$ cat src/rtl/mac_pkg.sv
// mac_pkg: widths and sequencer state encoding shared by the MAC operand path.
package mac_pkg;
  localparam int DATA_W = 16;
  localparam int ACC_W = 34;
  typedef enum logic [2:0] {IDLE, CLEAR, ISSUE, DRAIN, RESULT} state_t;
endpackage

$ cat src/rtl/operand_fifo.sv
// operand_fifo: synchronous FIFO with wrap-bit pointers and show-ahead read data.
module operand_fifo #(
  parameter int DEPTH = 8,
  parameter int W = 32
) (
  input  logic         clk,
  input  logic         rst_n,
  input  logic         push,
  input  logic         pop,
  input  logic [W-1:0] wr_data,
  output logic [W-1:0] rd_data,
  output logic         full,
  output logic         empty
);
  localparam int AW = $clog2(DEPTH);
  logic [W-1:0] mem [DEPTH];
  logic [AW:0] wr_ptr, rd_ptr;
  assign empty = wr_ptr == rd_ptr;
  assign full = (wr_ptr[AW] != rd_ptr[AW]) && (wr_ptr[AW-1:0] == rd_ptr[AW-1:0]);
  assign rd_data = mem[rd_ptr[AW-1:0]];
  always_ff @(posedge clk or negedge rst_n)
    if (!rst_n) begin
      wr_ptr <= '0;
      rd_ptr <= '0;
    end else begin
      if (push && !full) wr_ptr <= wr_ptr + (AW+1)'(1);
      if (pop && !empty) rd_ptr <= rd_ptr + (AW+1)'(1);
    end
  always_ff @(posedge clk)
    if (push && !full) mem[wr_ptr[AW-1:0]] <= wr_data;
endmodule

$ cat src/rtl/mac_operand_sequencer.sv
// mac_operand_sequencer: buffers operand pairs and feeds one dot product at a time
// into an external MAC, then captures and holds the accumulated result.
module mac_operand_sequencer
  import mac_pkg::*;
#(
  parameter int FIFO_DEPTH = 8,
  parameter int LEN_W = 8
) (
  input  logic              clk,
  input  logic              rst_n,
  input  logic              in_valid,
  output logic              in_ready,
  input  logic [DATA_W-1:0] in_a,
  input  logic [DATA_W-1:0] in_b,
  input  logic              start,
  input  logic [LEN_W-1:0]  vec_len,
  output logic              busy,
  output logic [DATA_W-1:0] mac_a,
  output logic [DATA_W-1:0] mac_b,
  output logic              mac_clr,
  input  logic [ACC_W-1:0]  acc_in,
  output logic              res_valid,
  input  logic              res_ready,
  output logic [ACC_W-1:0]  res_data
);
  state_t state;
  logic [LEN_W-1:0] count;
  logic [2*DATA_W-1:0] head;
  logic full, empty, pop;
  assign pop = (state == CLEAR || state == ISSUE) && count != '0 && !empty;
  assign in_ready = !full;
  assign busy = state != IDLE;
  operand_fifo #(.DEPTH(FIFO_DEPTH), .W(2*DATA_W)) u_fifo (
    .clk(clk),
    .rst_n(rst_n),
    .push(in_valid),
    .pop(pop),
    .wr_data({in_a, in_b}),
    .rd_data(head),
    .full(full),
    .empty(empty)
  );
  // Operands default to zero every cycle; only an actual pop puts data on the MAC.
  always_ff @(posedge clk or negedge rst_n)
    if (!rst_n) begin
      state <= IDLE;
      count <= '0;
      mac_a <= '0;
      mac_b <= '0;
      mac_clr <= 1'b0;
      res_valid <= 1'b0;
      res_data <= '0;
    end else begin
      mac_clr <= 1'b0;
      mac_a <= pop ? head[2*DATA_W-1:DATA_W] : '0;
      mac_b <= pop ? head[DATA_W-1:0] : '0;
      count <= count - LEN_W'(pop);
      case (state)
        IDLE:
          if (start) begin
            count <= vec_len;
            mac_clr <= 1'b1;
            state <= CLEAR;
          end
        CLEAR, ISSUE: state <= count == '0 ? DRAIN : ISSUE;
        DRAIN: begin
          res_data <= acc_in;
          res_valid <= 1'b1;
          state <= RESULT;
        end
        RESULT:
          if (res_ready) begin
            res_valid <= 1'b0;
            state <= IDLE;
          end
        default: state <= IDLE;
      endcase
    end
endmodule

$ cat config.mk
export PLATFORM = sky130hd
export DESIGN_NAME = mac_operand_sequencer
export DESIGN_NICKNAME = d
export VERILOG_FILES = /design/src/rtl/mac_pkg.sv /design/src/rtl/operand_fifo.sv /design/src/rtl/mac_operand_sequencer.sv
export SDC_FILE = /design/constraint.sdc
export NUM_CORES = 1
export LEC_CHECK = 0
export BUFFER_PORTS_ARGS = -buffer_cell sky130_fd_sc_hd__buf_2
export CAP_MARGIN = 20
export CORE_ASPECT_RATIO = 1.1
export CORE_UTILIZATION = 40
export DETAILED_ROUTE_END_ITERATION = 8
export PLACE_DENSITY = 0.62
export SYNTH_ARGS = -nofsm -noshare
export SYNTH_HDL_FRONTEND = slang
export SYNTH_SLANG_ARGS = --single-unit
export TNS_END_PERCENT = 20
$ cat constraint.sdc
create_clock -name clk -period 4.85 [get_ports clk]
set_input_delay 0.485 -clock clk [delete_from_list [all_inputs] [get_ports clk]]
set_output_delay 0.485 -clock clk [all_outputs]
set_load 0.005 [all_outputs]
; Word-level counts from Yosys, hierarchy flattened
; Memories as Yosys holds them, arrays and structs flattened.
; Cells that the tools add are included.
[totals]
reg_bits = 87
mem_bits_rw = 256
inputBits = 79
n_memories = 1
[mem_list]
columns = name, words, width, rd, rd_clocked_by_memory_dff, write_ports, line
row1 = u_fifo.mem, 8, 32, 1, 0, 1, operand_fifo.sv:16  ; logic [W-1:0] mem [DEPTH];
[op_classes]
n_addsub = 3
eq_ne = 9
muxes = 14
n_reduce_logical = 16
[ops]
columns = op, count
row1 = $mux 16, 2
row2 = $mux 8, 2
row3 = $pmux 3 s4, 1
row4 = $add 4x1->4 const B, 2
row5 = $logic_not 8->1, 1
row6 = $reduce_bool 8->1, 1
row7 = $sub 8x1->8, 1
row8 = $eq 3x2->1 const B, 2
row9 = $mux 1, 6
row10 = $mux 3, 2
row11 = $logic_and 1x1->1, 5
row12 = $eq 4x4->1, 1
row13 = $ne 2x2->1 const B, 2
row14 = $reduce_and 2->1, 2
row15 = $eq 3x1->1 const B, 1
row16 = $eq 3x3->1, 1
row17 = $eq 3x3->1 const B, 1
row18 = $logic_not 3->1, 1
row19 = $reduce_bool 3->1, 1
row20 = $logic_not 1->1, 2
row21 = $pmux 1 s2, 1
row22 = $reduce_bool 2->1, 1
row23 = $reduce_or 2->1, 1
row24 = $logic_or 1x1->1, 1
row25 = $ne 1x1->1, 1

; Depth between registers and ports, before layout
[logic_depth]
word_depth = 7
depth_mapped = 12

; Modules after synthesis
; A second synthesis with hierarchy kept.
[hier_totals]
cells_unflattened = 633
hier_area_um2 = 13309.0
[modules_own_cells]
columns = module, instances, cells_per_inst, area_per_inst_um2
row1 = operand_fifo, 1, 428, 10396.2
row2 = mac_operand_sequencer, 1, 205, 2912.8

; Least setup slack after synthesis
; OpenSTA, ideal clock, no wires.
[synth_path]
path_kind = reg-to-reg
start = reg u_fifo.wr_ptr[0]
end = mem u_fifo.mem[0][0] (enable)
arrival_ns = 3.194
required_time_ns = 4.389
slack_ns = 1.195
path_stages_with_launch = 6
n_path_buf = 1
cell_sequence = dfrtp_1 buf_2 xnor2_1 nand4_1 nand3_1 nor3_1
[synth_via]
elab_chain_len = 6
[synth_rtl]
columns = element, line
row1 = "start, declared", operand_fifo.sv:17  ; logic [AW:0] wr_ptr, rd_ptr;
row2 = "start signal, assigned", operand_fifo.sv:26  ; if (push && !full) wr_ptr <= wr_ptr + (AW+1)'(1);
row3 = $eq 3x3->1, operand_fifo.sv:19  ; assign full = (wr_ptr[AW] != rd_ptr[AW]) && (wr_ptr[AW-1:0] == rd_ptr[AW-1:0]);
row4 = $logic_and 1x1->1, operand_fifo.sv:19
row5 = $logic_not 1->1, n/a
row6 = via in_ready, mac_operand_sequencer.sv:12  ; output logic in_ready,
row7 = $logic_and 1x1->1, operand_fifo.sv:30  ; if (push && !full) mem[wr_ptr[AW-1:0]] <= wr_data;
row8 = $mux 1, operand_fifo.sv:30
row9 = $mux 1 (implied by the code), operand_fifo.sv:30
row10 = "end, declared", operand_fifo.sv:16
; The timed path passes the listed nets, and every way through them passes these cells.

; Final worst setup path
[layout_path]
start = reg u_fifo.rd_ptr[1]
end = mem u_fifo.mem[3][26] (enable)
[layout_via]
elab_chain_len = 6
[layout_rtl]
columns = element, line
row1 = "start, declared", operand_fifo.sv:17
row2 = "start signal, assigned", operand_fifo.sv:27  ; if (pop && !empty) rd_ptr <= rd_ptr + (AW+1)'(1);
row3 = $eq 3x3->1, operand_fifo.sv:19
row4 = $logic_and 1x1->1, operand_fifo.sv:19
row5 = $logic_not 1->1, operand_fifo.sv:30
row6 = $logic_and 1x1->1, operand_fifo.sv:30
row7 = $mux 1, operand_fifo.sv:30
row8 = $mux 1 (implied by the code), operand_fifo.sv:30
; Every way passes these cells.

==> results.md <==
* Area of the die at ~33000 um^2
* GRT Total Usage at 0.150
* Worst EP required at 4970 ps
* Post-route minimum period at 3190 ps
* Final Max Tran Viols at 0
* Vias in the first global route at between 6000 and 7000
* Clock transition at the registers of the reported paths at approximately 60 ps
* Slowest stage delay, CP at 1100 ps
* Max Fclk at 0.314 GHz
* Syn avg cell area at 20.8 um^2
* Global-route wire length before repair at 37900 um
* Critical Path Source: u_fifo.rd_ptr[1]
* Initial Util at 0.409
* Postcts setup bufs at 0
* Switching Fraction at 0.294
* MaxCap Viol Count at 0
* CP Cell Sequence: xnor2_1, nand4_1, nand3_1, nor2_4
* Post-synth cell types at 37
* Ys async rst share at 0.254
* Area leader, netlist: edfxtp_1
* R2R setup slack at around 1700 ps
* Skew final at 20.6 ps
* Setup Crit Path Kind: reg2reg
* Input/output buffers at around 150
* Fin area at 15400 um^2
* Wirelength per Cell at approximately 19 um
* Synth Flop Type: edfxtp_1
* DRT antenna net count at 0
* Die Width at 173 um
* Worst-skew pair later-pin latency at between 500 and 600 ps
* GP Congestion at slightly above 0.7
* Setup tns final at 0 ps
* Syn_nets at 706
* Outcome: finished, final reports clean
* Worst setup EP type: register
* # IOs at 149
* CTS H-tree lvls at 2
* Seq cells post-synth at 343
* Seq pwr share at 0.452
* # DRC at 0
* Vias at between 6000 and 7000
* Die height at 190 um
* Design Power at 9.52 mW
* Clk sinks at 343
* Pint at 6.72 mW
* Final Net Count at 878
* Finished Core Util at 0.487
* Max transition margin at 0.287
* Final hold vios at 0
* CORE AREA at ~32000 um^2
* Startpoint class of the critical path: register
* CTS Buffer Depth at 3
* Commonest non-fill, non-tap cell in the layout: edfxtp_1
* CTS tree: built
* TritonRoute pass-1 iters at 6
* FP Rows at 68
* Hold slack at 6.94 ps
* Layout cells sized above 1 at 0.397
* Largest net degree at the start of global routing at 69
* Critical-path cell with the highest stage delay: dfrtp_4
* Sequential area share after synthesis at 0.764
* Post-Layout Cell Count at 1243
* Post-CTS resize count at 0
* Crit Reg-Reg Startpoint: u_fifo.rd_ptr[1]
* VDD IR max at 0.000338 V
* DP Cell Count at 1174
* Gr ovfl total at 0
* Top post-synthesis cells by area: edfxtp_1, dfrtp_1, mux4_2
* Tcrit/Tclk final at 0.657
* Arrival time worst endpoint at 3310 ps
* EDFF count, synth at 256
* Pwr Density at 619 nW/um^2
* Crit path max fanout at 68
* Most frequent cells in the layout: edfxtp_1, buf_2, dfrtp_1
* Cells after synthesis at 622
* DR vias/cell at 4.98
* Clock network power share at 0.277
* Leak Pwr at 5.68 nW
* Fillers at 2625
* Clk root buf: clkbuf_16
* Cts hold-fix bufs at 0
* Final HPWL DP at 14200 um
* DRT Wirelength at 23900 um
* Min-Delay Path Class: in2async
* Area growth, synth to finish at 18.9%
* Placed Area at 14200 um^2
* Ys Warns at 0
* Initial antenna violation count at 1
* Synth top area share at 0.595
* RSZ-0062 raised after global routing: false
* Post-route setup slack at 1660 ps
* Post-Syn Area at 12900 um^2
* CTS buffer count at 36
* Place WS at 1540 ps
* Setup-failing EPs final at 0
* Net Sw Power at 2.79 mW
* First DRT Iteration DRCs at 435
* Tightest Pin Transition at 1070 ps
* Comb pwr share at 0.271
[critical path, delay by kind of cell, from the launching register on]
kind	cells	cell delay, ps
simple gates	3	1430
flops	1	1100
xor+xnor	1	230
[power by group through the flow]
stage	combinational, mW	clock (mW)	sequential (mW)
5_1_grt	2.86	2.82	4.38
3_3_place_gp	2.59	0	4.36
6_report	2.58	2.63	4.30
4_1_cts	2.65	2.72	4.32
2_1_floorplan	2.00	0	4.15
3_5_place_dp	2.64	0	4.37
[state kept, by name, indices dropped and copies added (netlist names)]
| signal | flops |
|---|---|
| count | 8 |
| mac_b | 16 |
| res_data | 34 |
| mac_clr | 1 |
| u_fifo.wr_ptr | 4 |
| u_fifo.mem | 256 |
| mac_a | 16 |
| u_fifo.rd_ptr | 4 |
| res_valid | 1 |
| state | 3 |
[synth_stat cells (4+ instances only)]
| master | number |
|---|---|
| xnor2_1 | 12 |
| edfxtp_1 | 256 |
| o21ai_0 | 8 |
| mux2_2 | 35 |
| nor2_1 | 41 |
| nand2_1 | 16 |
| ha_1 | 5 |
| dfrtp_1 | 87 |
| buf_12 | 4 |
| buf_2 | 16 |
| inv_1 | 5 |
| xor2_1 | 5 |
| mux4_2 | 64 |
| mux2i_1 | 32 |
[kinds of logic after synthesis]
family	Yosys count	share of synthesized area
xor gates and xnor gates	17	0.0115
muxes	132	0.168
buffers and inverters	33	0.0179
AOI/OAI and AO/OA	12	0.00533
and+or+nand+nor	80	0.0291
adders and majority gates	5	0.00484
DFF	343	0.764
[area by class of cell]
class                           instances  area [um^2]  share of cell area
Clock buffer                           51          977              0.0636
Timing Repair Buffer                  162          926              0.0603
Antenna cell                            1         2.50            0.000163
Clock inverter                         15          166              0.0108
Sequential cell                       343         9870               0.642
Tap cell                              420          526              0.0342
Inverter                                5         18.8             0.00122
Multi-Input combinational cell        246         2880               0.187
[path summary, 6_finish.rpt]
path / endpoint / cells after the start
min: res_data[10] / 1
min reg2reg: u_fifo.wr_ptr[3] / 1
min in group clk: count[7] / 3
max in group asynchronous: u_fifo.rd_ptr[0] / 2
max: u_fifo.mem[3][26] / 4
max reg2reg: u_fifo.mem[3][26] / 4
[per-layer routing]
metal  vias up  global-route usage  part of all wire
met1      3138               0.212              0.46
met3        31              0.0305             0.061
li1       2804                   -                 -
met2       215               0.239              0.47
met5         -                   0                 0
met4         0              0.0354             0.014
Note: power is estimated with default switching activity, not from simulation.
